`src/rtl/seq_sm_divider_if.sv`:
```
// seq_sm_divider_if: start/busy/done handshake and operand/result bus of the divider
interface seq_sm_divider_if #(parameter int WIDTH = 8);
  logic start;
  logic [WIDTH-1:0] numerator;
  logic [WIDTH-1:0] denominator;
  logic busy;
  logic done;
  logic [WIDTH-1:0] quotient;
  logic [WIDTH-1:0] remainder;
  logic divbyzero;
  modport master (output start, numerator, denominator, input busy, done, quotient, remainder, divbyzero);
  modport slave (input start, numerator, denominator, output busy, done, quotient, remainder, divbyzero);
endinterface

```
`src/rtl/seq_sm_divider.sv`:
```
// seq_sm_divider: multi-cycle restoring sign-magnitude divider with start/busy/done handshake
module seq_sm_divider #(parameter int WIDTH = 8) (
  input logic clk,
  input logic rst,
  seq_sm_divider_if.slave bus
);
  localparam int M = WIDTH - 1;
  localparam int CW = $clog2(M) + 1;
  typedef enum logic [1:0] {IDLE, CALC, DONE} state_t;
  state_t state_q, state_d;
  logic [CW-1:0] cnt_q, cnt_d;
  logic [M-1:0] num_q, num_d, den_q, den_d;
  logic [M:0] rem_q, rem_d, rem_sh, diff;
  logic sn_q, sn_d, sq_q, sq_d, dz_q, dz_d, dbz_q, dbz_d;
  logic [WIDTH-1:0] quo_q, quo_d, rmd_q, rmd_d;
  logic accept, finish, step;
  always_ff @(posedge clk) begin
    if (rst) begin
      state_q <= IDLE;
      cnt_q <= '0;
      num_q <= '0;
      den_q <= '0;
      rem_q <= '0;
      sn_q <= 1'b0;
      sq_q <= 1'b0;
      dz_q <= 1'b0;
      dbz_q <= 1'b0;
      quo_q <= '0;
      rmd_q <= '0;
    end else begin
      state_q <= state_d;
      cnt_q <= cnt_d;
      num_q <= num_d;
      den_q <= den_d;
      rem_q <= rem_d;
      sn_q <= sn_d;
      sq_q <= sq_d;
      dz_q <= dz_d;
      dbz_q <= dbz_d;
      quo_q <= quo_d;
      rmd_q <= rmd_d;
    end
  end
  // The counter runs M-1 down to all-ones; the all-ones cycle writes the results.
  // A zero divisor skips the steps and finishes on the first CALC cycle.
  always_comb begin
    accept = bus.start && state_q != CALC;
    finish = state_q == CALC && (dz_q || cnt_q == '1);
    step = state_q == CALC && !finish;
    rem_sh = {rem_q[M-1:0], num_q[M-1]};
    diff = rem_sh - {1'b0, den_q};
    state_d = accept ? CALC : finish ? DONE : state_q == CALC ? CALC : IDLE;
    cnt_d = accept ? CW'(M - 1) : step ? cnt_q - 1'b1 : cnt_q;
    num_d = accept ? bus.numerator[M-1:0] : step ? {num_q[M-2:0], ~diff[M]} : num_q;
    rem_d = accept ? '0 : step ? (diff[M] ? rem_sh : diff) : rem_q;
    den_d = accept ? bus.denominator[M-1:0] : den_q;
    sn_d = accept ? bus.numerator[M] : sn_q;
    sq_d = accept ? bus.numerator[M] ^ bus.denominator[M] : sq_q;
    dz_d = accept ? bus.denominator[M-1:0] == '0 : dz_q;
    quo_d = finish ? (dz_q ? '0 : {sq_q && |num_q, num_q}) : quo_q;
    rmd_d = finish ? (dz_q ? '0 : {sn_q && |rem_q[M-1:0], rem_q[M-1:0]}) : rmd_q;
    dbz_d = finish ? dz_q : dbz_q;
  end
  always_comb begin
    bus.busy = state_q == CALC;
    bus.done = state_q == DONE;
    bus.quotient = quo_q;
    bus.remainder = rmd_q;
    bus.divbyzero = dbz_q;
  end
endmodule
```
`src/flat_wrapper.sv`:
```
// flat-port wrapper written by rule: the top's interface ports become plain ports
module seq_sm_divider_flat 
#(parameter int WIDTH = 8)
  (clk, rst, bus_start, bus_numerator, bus_denominator, bus_busy, bus_done, bus_quotient, bus_remainder, bus_divbyzero);
  seq_sm_divider_if #(.WIDTH(WIDTH)) bus_i ();
  input logic clk;
  input logic rst;
  input wire logic [$bits(bus_i.start)-1:0] bus_start;
  input wire logic [$bits(bus_i.numerator)-1:0] bus_numerator;
  input wire logic [$bits(bus_i.denominator)-1:0] bus_denominator;
  output wire logic [$bits(bus_i.busy)-1:0] bus_busy;
  output wire logic [$bits(bus_i.done)-1:0] bus_done;
  output wire logic [$bits(bus_i.quotient)-1:0] bus_quotient;
  output wire logic [$bits(bus_i.remainder)-1:0] bus_remainder;
  output wire logic [$bits(bus_i.divbyzero)-1:0] bus_divbyzero;
  assign bus_i.start = bus_start;
  assign bus_i.numerator = bus_numerator;
  assign bus_i.denominator = bus_denominator;
  assign bus_busy = bus_i.busy;
  assign bus_done = bus_i.done;
  assign bus_quotient = bus_i.quotient;
  assign bus_remainder = bus_i.remainder;
  assign bus_divbyzero = bus_i.divbyzero;
  seq_sm_divider #(.WIDTH(WIDTH)) u_core (.clk(clk), .rst(rst), .bus(bus_i));
endmodule
```
`config.mk`:
```
export PLATFORM = sky130hd
export DESIGN_NAME = seq_sm_divider_flat
export DESIGN_NICKNAME = d
export VERILOG_FILES = /design/src/rtl/seq_sm_divider_if.sv /design/src/rtl/seq_sm_divider.sv /design/src/flat_wrapper.sv
export SDC_FILE = /design/constraint.sdc
export NUM_CORES = 1
export LEC_CHECK = 0
export CORE_AREA = 2 2 65 67
export CTS_CLUSTER_DIAMETER = 30
export DETAILED_ROUTE_END_ITERATION = 16
export DIE_AREA = 0 0 67 69
export HOLD_SLACK_MARGIN = 0.02
export PLACE_DENSITY = 0.81
export SYNTH_ARGS = -nofsm -noshare
export SYNTH_HDL_FRONTEND = slang
export SYNTH_SLANG_ARGS = --single-unit
```
`constraint.sdc`:
```
create_clock -name clk -period 3.7 [get_ports clk]
set_input_delay 1.11 -clock clk [delete_from_list [all_inputs] [get_ports clk]]
set_output_delay 1.11 -clock clk [all_outputs]
set_load 0.01 [all_outputs]
```
======== Yosys cells after proc, flatten, opt, wreduce, memory -nomap -nowiden ========
Cells that the tools add are included.
word-level totals
  bits in registers ....................... 47
  word-level logic and storage cells ...... 43
  output and inout port bits .............. 19
  bits of input ports ..................... 19
operators by class
  equal/unequal tests ..................... 4
  reduce and logical (&&, ||, !) cells .... 12
  add/sub/neg operators ................... 2
  bitwise logic cells ..................... 2
  mux-type cells .......................... 10
operator list
  kind                 number
  $mux 7               3
  $mux 8               2
  $reduce_or 7->1      2
  $sub 8x7->8          1
  $logic_not 7->1      1
  $mux 3               2
  $logic_and 1x1->1    5
  $eq 4x4->1 const B   1
  $sub 4x1->4 const B  1
  $eq 2x1->1 const B   1
  $eq 2x2->1 const B   1
  $mux 1               2
  $mux 2               1
  $ne 2x1->1 const B   1
  $reduce_bool 2->1    1
  $reduce_or 2->1      1
  $logic_not 1->1      1
  $logic_or 1x1->1     1
  $not 1->1            1
  $xor 1x1->1          1

======== Logic depth before layout (Yosys ltp) ========
  depth in word-level cells ............... 7
  depth in mapped cells ................... 10

======== Worst setup path after synthesis ========
Ideal clock, no wire load.
  path type ............................... input to register
  start ................................... input port rst
  end ..................................... register u_core.rmd_q[0], in the netlist u_core.bus.remainder[0]
  slack ................................... 1.627 ns
  data arrival time ....................... 2.014 ns
  stages on the path ...................... 4
  data required time ...................... 3.641 ns
  library setup time ...................... 0.059 ns
  path through ............................ clkbuf_1 a21oi_1 clkbuf_1 a22o_1
RTL lines
  what                    RTL line              RTL
  start: declaration      flat_wrapper.sv:7     input logic rst;
  end signal: assignment  seq_sm_divider.sv:41  rmd_q <= rmd_d;
  end: declaration        seq_sm_divider.sv:15  logic [WIDTH-1:0] quo_q, quo_d, rmd_q, rmd_d;

======== Worst setup path in the final report ========
  start ................................... register u_core.state_q[1]
  end ..................................... output port bus_busy
between the ends
  word-level cells in the longest chain between the ends .. 1
RTL lines
  what                      RTL line              RTL
  start: declaration        seq_sm_divider.sv:10  state_t state_q, state_d;
  start signal: assignment  seq_sm_divider.sv:31  state_q <= state_d;
  $eq 2x1->1                seq_sm_divider.sv:65  bus.busy = state_q == CALC;
  end: declaration          flat_wrapper.sv:11    output wire logic [$bits(bus_i.busy)-1:0] bus_busy;
No other way between the ends.

==> results.py <==
metrics = {
    "status": {
        "outcome": "complete, no violations",
    },
    "worst_setup_path": {
        "critPathLaunchType": "flip-flop",
        "crit_path_end_kind": "output pin",
        "path_max_fanout": 5,
        "crit_arrival_ns": 1.49,
        "reg2reg_depth": 10,
        "critPathRequiredTime_ns": 2.59,
        "worstSetupPathType": "flip-flop to output pin",
    },
    "die": {
        "die_w_um": 67,
        "rows": 23,
        "initial_core_util_pct": 53.5,
        "io_pins": 38,
        "core_um2": 3910,
        "die_height_um": 69,
        "die_area_um2": 4620,
    },
    "logic_synthesis": {
        "ys.flop_type": "dfxtp_1",
        "async_reset_ff_share_pct": 0,
        "synth_compound_area_share_pct": 21.1,
        "synth-adder-area-share_pct": 6.33,
        "synthXorXnorAreaFrac_pct": 3.76,
        "synth_edf_count": 0,
        "ys_seq_area_share_pct": 44.9,
        "ys_types": 38,
        "synth_area_leaders": "dfxtp_1 45%, a22o_1 5.9%, a21oi_1 5.7%, nand2_1 5.6%, ha_1 5.4%",
        "yosysTopAreaCell": "dfxtp_1",
        "synth_top_area_share_pct": 44.9,
        "synth_top_family_by_area": "compound AO/OA/AOI/OAI gates",
        "ys_ff_latch": 47,
        "syn-cell-area_um2": 2100,
        "syn_inst": 234,
        "syn-num-nets": 263,
        "synthSimpleGateAreaFrac_pct": 17.0,
        "synth_mux_area_share_pct": 2.39,
        "syn_area_per_cell_um2": 8.96,
        "yosysWarningCount": 0,
    },
    "route": {
        "wl_mm": 4.20,
        "wl_per_cell_um": 13.1,
        "antenna_left": 0,
        "vias": 1747,
        "dr.pass1.iters": 4,
        "drc": 0,
        "via_per_inst": 5.44,
        "drtIter0Drc": 126,
    },
    "placement": {
        "place_congestion": 0.855,
        "place_area_um2": 2510,
        "hpwl_mm": 3.08,
        "io_buffers": 37,
    },
    "timing": {
        "worstMarginPinSlew_ns": 1.04,
        "period_share_pct": 70.4,
        "fin_hold_ws_ns": 0.459,
        "setup_viol": 0,
        "max_slew_margin_pct": 30.8,
        "fin_crit_ns": 2.60,
        "hold_viol": 0,
        "fin_skew_ns": 0.00869,
        "rsz0062_at_grt": "no",
        "timing.fmax_ghz": 0.384,
        "final.setup.tns_ns": 0,
        "slew_viol_final": 0,
    },
    "finish": {
        "diodes": 0,
        "design_area_um2": 2590,
        "area_growth_syn_to_layout_pct": 23.8,
        "final_cell_mix": "47 x dfxtp_1, 37 x clkdlybuf4s50_1, 31 x nand2_1, 24 x a21oi_1, 18 x nor2_1",
        "final_util_pct": 66.3,
        "multiInputGateArea_um2": 1060,
        "fill_cells": 349,
        "fin_nets": 300,
        "regArea_um2": 941,
        "drive_above_1_share_pct": 5.54,
        "final_common_cell": "dfxtp_1",
    },
    "clock_network": {
        "worstSkewPairLatency_ns": 0.30,
        "clk_pin_slew_ns": 0.08,
        "clockBufferDepth": 2,
        "cts.htree.levels": 2,
        "cts_buffers": 5,
        "cts_tree": "done",
        "cts_root_buf": "clkbuf_8",
        "hold_buffers": 0,
        "postCtsSetupBuffers": 0,
        "cts_sinks": 47,
        "cts_resized": 0,
    },
    "grt": {
        "grt.total_usage_pct": 19.8,
        "grt_pass1_wl_mm": 7.22,
        "grt_max_degree": 28,
        "gr-total-overflow": 0,
        "grt_pass1_vias": 1570,
        "antenna_found_initial": 0,
    },
    "power": {
        "p_total_uw": 1080,
        "power.density_nw_per_um2": 416,
        "peakVddDrop_v": 0.000310,
        "leakagePower_uw": 0.000988,
    },
    "worst_hold_path": {
        "min_path_cells": 2,
        "hp-class": "flip-flop to flip-flop",
    },
    "job": {
        "max-cap-violations": 0,
    },
}
==> sequential cells by signal, summed over array words and instances, names as in the netlist <==
register / cells
u_core.den_q: 7
u_core.dz_q: 1
u_core.bus.quotient: 8
u_core.sn_q: 1
u_core.num_q: 7
u_core.state_q: 2
u_core.rem_q: 7
u_core.sq_q: 1
u_core.cnt_q: 4
u_core.bus.divbyzero: 1
u_core.bus.remainder: 8
==> critical path, stage by stage (launching register included) <==
cell,delay [ns]
dfxtp_1,0.31
nand2b_1,0.19
inv_1,0.14
clkdlybuf4s50_1,0.56
==> cells by family (layout without fill, tap and decap cells) <==
group | count (synthesis) | count (layout)
and+or+nand+nor | 76 | 76
AOI/OAI and AO/OA | 65 | 65
DFF | 47 | 47
buffers and inverters | 22 | 59
adders and majority gates | 10 | 10
xor gates and xnor gates | 9 | 9
muxes | 5 | 5
==> synth_stat cells (4+ instances only) <==
cell      instances
ha_1              9
a211oi_1          6
clkbuf_1          6
a22o_1           14
o21ai_0           5
nand3_1           5
dfxtp_1          47
inv_1            11
xnor2_1           5
mux2i_1           5
nor2_1           18
nor3_1            4
a22oi_1           7
xor2_1            4
nand2_1          31
nor4_1            4
a21oi_1          24
==> cell type report <==
| type | count | share of cell area [%] |
|---|---|---|
| Multi-Input combinational cell | 165 | 40.9 |
| Sequential cell | 47 | 36.3 |
| Timing Repair Buffer | 41 | 15.4 |
| Clock buffer | 6 | 3.18 |
| Tap cell | 50 | 2.41 |
| Inverter | 11 | 1.59 |
| Clock inverter | 1 | 0.193 |
==> power by group <==
group / internal [µW] / leakage [µW] / total (µW) / switching (µW)
sequential: 528 / 0.000383 / 551 / 22.7
combinational: 103 / 0.000558 / 214 / 112
clock: 147 / 0.0000470 / 313 / 167
==> metrics by stage <==
step | setup WS, ns | std cells
after floorplan | 1.63 | 234
after global placement | 1.07 | 314
after detailed placement | 1.03 | 314
after CTS | 1.09 | 321
after global routing | 1.02 | 321
final | 1.10 | 321
==> routing by layer <==
metal,track usage [%],vias to the layer above,wire (µm)
met5,0,-,0
met4,6.58,0,73
met3,5.55,8,243
met2,28.4,49,1910
met1,28.4,785,1970
li1,-,905,-
==> path summary, 6_finish.rpt <==
path                           from         endpoint  slack (ns)
setup reg to reg    u_core.num_q[6]  u_core.rem_q[6]        1.51
setup / recovery  u_core.state_q[1]         bus_busy        1.10
hold / removal          u_core.sn_q      u_core.sn_q        0.46
hold reg to reg         u_core.sn_q      u_core.sn_q        0.46
Power figures use the tool's default switching activity.
==> RTL edit 1 (config.mk and constraints unchanged) <==
Reset style: asynchronous (`rst`), changed in one clocked block.
--- a/src/rtl/seq_sm_divider.sv
+++ b/src/rtl/seq_sm_divider.sv
@@ -16,3 +16,3 @@
   logic accept, finish, step;
-  always_ff @(posedge clk) begin
+  always_ff @(posedge clk or posedge rst) begin
     if (rst) begin
Formal check against the unedited RTL: differs if rst is asserted again (counterexample within 4 cycles, from zero or initial values and one cycle with rst high); with rst held inactive, the same outputs for 10 cycles.
==> RTL edit 1 against the unedited design <==
Wire length rose by 18%. Die area is the same. Worst setup slack got worse by 0.041 ns. Cell count rose by 7.8%. Design area is 15% higher. Sequential cell count did not move. Synthesized cell count rose by 11%. Synthesized area is 19% higher.
Power is not compared: it rests on default switching activity, and its combinational part moved more than twofold at a synthesized area within 25%.
==> RTL edit 1: results <==
{
  "worst_path_max_delay_cell": "clkdlybuf4s50_1",
  "vdd_drop_max_mv": 0.497,
  "status": "finished clean",
  "layout-drive-gt1-share_pct": 9.12,
  "r2r_cells": 9,
  "detailedRoute.firstIterationViolations": 191,
  "antenna_found_initial": 0,
  "grt_pass1_wl_um": 8860,
  "first_global_vias": 1895,
  "routabilityCongestion": 0.896,
  "power.static_leakage_nw": 1.37,
  "cts-resized-gates": 0,
  "numPlacedInstances": 339,
  "detail_route.wl_per_cell_um": 14.3,
  "synthTopCellsByArea": "dfrtp_1 (47%), nand2_1 (11%), ha_1 (4.5%)",
  "cts_setup_buffers": 0,
  "crit_arrival_ns": 1.54,
  "portBuffers": 37,
  "holdPathEnd": "u_core.bus.remainder[1]",
  "grt_start_max_net_pins": 29,
  "hold_path_class": "reg2reg",
  "cts.reportedPaths.clkPinSlew_ns": 0.08,
  "detailedPlacementHpwl_um": 3830,
  "num-nets-final": 325,
  "postSynthNetCount": 289,
  "async_flop_share_pct": 100,
  "clock_tree.buffer_depth": 2,
  "clock-root-buffer": "clkbuf_8",
  "cts_made_buffers": 5,
  "clock_latency_ns": 0.29,
  "yosysWarnings": 0,
  "cts_max_level": 2,
  "synth_cell_type_count": 47,
  "ys_seq_area_share_pct": 47.4,
  "regToRegStartpoint": "u_core.num_q[6]",
  "antennaDiodeCount": 0,
  "vias": 1962,
  "groute.usage.overall_pct": 24.7,
  "final_cells": 346,
  "drt_first_pass_iters": 4,
  "crit_fanout": 4,
  "synth_common_cells": "nand2_1 (70), dfrtp_1 (47), inv_1 (15), nand3b_1 (13), nand3_1 (10)",
  "ys.flop_type": "dfrtp_1",
  "post_synth.cell_area_avg_um2": 9.55,
  "r2r_end": "u_core.rem_q[6]",
  "reg2reg_slack_ns": 1.26,
  "min_path_cells": 2,
  "skew_ns": 0.00549,
  "timing.max_slew.rel_slack_pct": 34.5,
  "critical-path-max-stage-delay_ns": 0.54,
  "place_area_um2": 2890,
  "hold_start": "u_core.bus.remainder[1]"
}
==> RTL edit 1: changes by cell type after synthesis, sizes merged, moves of 12 or more <==
cell | unedited run | this run
dfrtp | 0 | 47
dfxtp | 47 | 0
nand2 | 31 | 70
a21oi | 24 | 6
a22o | 14 | 1
nand3b | 1 | 13
nor2 | 18 | 6
==> RTL edit 1: metrics by stage <==
stage | worst slack (ns) | hold WS (ns) | utilization (%)
floorplan | 1.47 | 0.452 | -
global placement | 1.11 | 0.449 | 73.8
detailed placement | 1.06 | 0.456 | 73.8
CTS | 1.04 | 0.474 | 76.5
global route | 0.992 | 0.502 | 76.5
finish | 1.05 | 0.469 | 76.5
==> RTL edit 1: cell families (layout without fill, tap and decap cells) <==
family / count (synthesis) / in the layout / synth area share (%)
AO/OA/AOI/OAI: 50 / 50 / 17.7
XOR/XNOR: 6 / 6 / 2.12
adder cells (fa/ha/maj): 10 / 10 / 5.34
buffers and inverters: 29 / 65 / 4.84
flip-flops: 47 / 47 / 47.4
AND/OR/NAND/NOR: 118 / 118 / 22.7
==> RTL edit 1: cell type report <==
class,instances,area [µm²]
sequential,47,1180
timing repair buffer,41,400
tap,50,62.6
clock buffer,6,72.6
inverter,17,63.8
fill,301,921
multi-input combinational,184,1190
clock inverter,1,30.0
==> RTL edit 1: routing by layer <==
layer | share of wire (%) | vias to the layer above | global-route usage, % | wire length [µm]
li1 | - | 974 | - | -
met1 | 45 | 929 | 34.7 | 2220
met2 | 49 | 53 | 39.4 | 2420
met3 | 5.3 | 6 | 4.89 | 264
met4 | 1.0 | 0 | 5.44 | 51
met5 | 0 | - | 0 | 0
==> RTL edit 1: report_power, final <==
part	total, mW	switching, mW	internal (mW)
clock network	0.357	0.159	0.198
registers	0.936	0.183	0.754
logic	1.66	0.915	0.747
total	2.96	1.26	1.70
==> RTL edit 1: worst max path at each step <==
stage	startpoint	end	slack, ns	cells after the start
finish	u_core.state_q[1]	bus_busy	1.05	3
floorplan	rst	u_core.bus.divbyzero	1.47	1
global placement	bus_start	u_core.dz_q	1.11	5
detailed placement	bus_start	u_core.dz_q	1.06	5
CTS	u_core.state_q[1]	bus_busy	1.04	3
global route	u_core.state_q[1]	bus_busy	0.99	3
==> RTL edit 1: worst max-delay path: cells and delay by family, from the launching register on <==
kind / cells / cell delay [ns]
DFF: 1 / 0.39
and+or+nand+nor: 1 / 0.20
buffers and inverters: 2 / 0.65
==> RTL edit 2 (same flow settings) <==
Made on the original files. `WIDTH` is set to 8 in 3 places; all go to 4.
--- a/src/rtl/seq_sm_divider_if.sv
+++ b/src/rtl/seq_sm_divider_if.sv
@@ -1,3 +1,3 @@
 // seq_sm_divider_if: start/busy/done handshake and operand/result bus of the divider
-interface seq_sm_divider_if #(parameter int WIDTH = 8);
+interface seq_sm_divider_if #(parameter int WIDTH = 4);
   logic start;
--- a/src/rtl/seq_sm_divider.sv
+++ b/src/rtl/seq_sm_divider.sv
@@ -1,3 +1,3 @@
 // seq_sm_divider: multi-cycle restoring sign-magnitude divider with start/busy/done handshake
-module seq_sm_divider #(parameter int WIDTH = 8) (
+module seq_sm_divider #(parameter int WIDTH = 4) (
   input logic clk,
--- a/src/flat_wrapper.sv
+++ b/src/flat_wrapper.sv
@@ -2,3 +2,3 @@
 module seq_sm_divider_flat 
-#(parameter int WIDTH = 8)
+#(parameter int WIDTH = 4)
   (clk, rst, bus_start, bus_numerator, bus_denominator, bus_busy, bus_done, bus_quotient, bus_remainder, bus_divbyzero);
Interface: changed (resized bus_denominator, bus_numerator, bus_quotient and bus_remainder); port bits go from 38 to 22. The function was not compared with the original's and may differ.
==> RTL edit 2 against the unedited design <==
Combinational power shrank 49%. Sequential cell count shrank 21. Wire length down 41%. Design area decreased by 42%. Total power shrank 40%. Utilization shrank 28 points. Worst setup slack worse by 0.083 ns. Synthesized area decreased by 43%. Count of clock-buffer cells in the layout down 3. Largest power group unchanged.
==> RTL edit 2: results <==
{
  "status": "finished clean",
  "detailedRoute.firstIterationViolations": 27,
  "internal_power_uw": 490,
  "clock_latency_ns": 0.27,
  "grt_start_max_net_pins": 18,
  "routabilityCongestion": 0.780,
  "grt_pass1_wl_um": 4000,
  "pre_cts_slack_ns": 0.954,
  "cts_max_level": 1,
  "antenna_found_initial": 0,
  "ys_seq_area_share_pct": 43.4,
  "num-nets-final": 164,
  "groute.usage.overall_pct": 11.1,
  "layout-drive-gt1-share_pct": 8.90,
  "synth_common_cells": "dfxtp_1 (26), nand2_1 (13), a21oi_1 (12), nand3_1 (7)",
  "vdd_drop_max_mv": 0.203,
  "tightestPinTransition_ns": 0.656,
  "synth_cell_type_count": 38,
  "numPlacedInstances": 192,
  "worst_path_max_delay_cell": "clkdlybuf4s50_1",
  "hold_path_class": "reg2reg",
  "drt-total-wl_um": 2470,
  "async_flop_share_pct": 0,
  "crit_path_end": "bus_busy",
  "postSynthNetCount": 144,
  "critical-path-max-stage-delay_ns": 0.54,
  "antennaDiodeCount": 0,
  "place_area_um2": 1430,
  "fillerInstances": 422,
  "yosysWarnings": 0,
  "area_of_combinational_cells_with_multiple_inputs_um2": 611,
  "hold_slack_ns": 0.462,
  "reg2reg_slack_ns": 1.89,
  "power.static_leakage_nw": 0.548,
  "startpoint": "u_core.state_q[1]",
  "synthTopCellsByArea": "dfxtp_1 (43%), ha_1 (5.2%), a21oi_1 (5.0%)",
  "cts-resized-gates": 0,
  "ys.flop_type": "dfxtp_1",
  "vias": 974,
  "hold_start": "u_core.den_q[2]",
  "regToRegStartpoint": "u_core.num_q[2]",
  "detailedPlacementHpwl_um": 1760,
  "final_cells": 196,
  "portBuffers": 21,
  "min_path_cells": 2,
  "holdPathEnd": "u_core.den_q[2]",
  "cts_made_buffers": 3,
  "crit_arrival_ns": 1.58,
  "finalWorstPathRequiredPeriod_ns": 2.69,
  "crit_fanout": 8,
  "r2r_cells": 7,
  "clock-root-buffer": "clkbuf_8",
  "cts_setup_buffers": 0,
  "r2r_end": "u_core.rem_q[2]",
  "first_global_vias": 895,
  "skew_ns": 0.00390,
  "post_synth.cell_area_avg_um2": 9.45
}
==> RTL edit 2: changes by cell type in the layout (fill, tap and decap cells not counted), moves of 5 or more <==
| cell | before | now |
|---|---|---|
| nor2_1 | 18 | 5 |
| a21oi_1 | 24 | 12 |
| clkdlybuf4s50_1 | 37 | 21 |
| mux2i_1 | 5 | 0 |
| inv_1 | 11 | 6 |
| a22oi_1 | 7 | 2 |
| nand2_1 | 31 | 13 |
| dfxtp_1 | 47 | 26 |
| a22o_1 | 14 | 6 |
==> RTL edit 2: critical path, delay by kind of cell, from the launching register on <==
family | cells | cell delay [ns]
and+or+nand+nor | 1 | 0.29
buffers and inverters | 2 | 0.70
DFF | 1 | 0.31
==> RTL edit 2: per-layer routing <==
| metal | share of wire, % | global-route usage [%] |
|---|---|---|
| met5 | 0 | 0 |
| met4 | 0.65 | 2.04 |
| met3 | 6.0 | 4.08 |
| met2 | 49 | 18.0 |
| met1 | 44 | 14.0 |
==> RTL edit 2: logic make-up after synthesis <==
| family | synth area share [%] |
|---|---|
| flip-flops | 43.4 |
| AO/OA/AOI/OAI | 21.6 |
| AND/OR/NAND/NOR | 19.5 |
| adder cells (fa/ha/maj) | 6.88 |
| buffers and inverters | 5.73 |
| XOR/XNOR | 2.92 |
==> RTL edit 2: final cells by class <==
cell class | count | area share [%]
Timing Repair Buffer | 21 | 14.0
Clock buffer | 3 | 2.75
Clock inverter | 1 | 2.00
Tap cell | 50 | 4.17
Multi-Input combinational cell | 88 | 40.7
Inverter | 7 | 1.75
Sequential cell | 26 | 34.7
==> RTL edit 2: power by group through the flow <==
stage,Sequential (mW),Combinational [mW],Clock [mW]
floorplan,0.308,0.0860,0
global placement,0.311,0.104,0
detailed placement,0.312,0.107,0
CTS,0.305,0.110,0.238
global route,0.307,0.122,0.245
finish,0.305,0.109,0.232
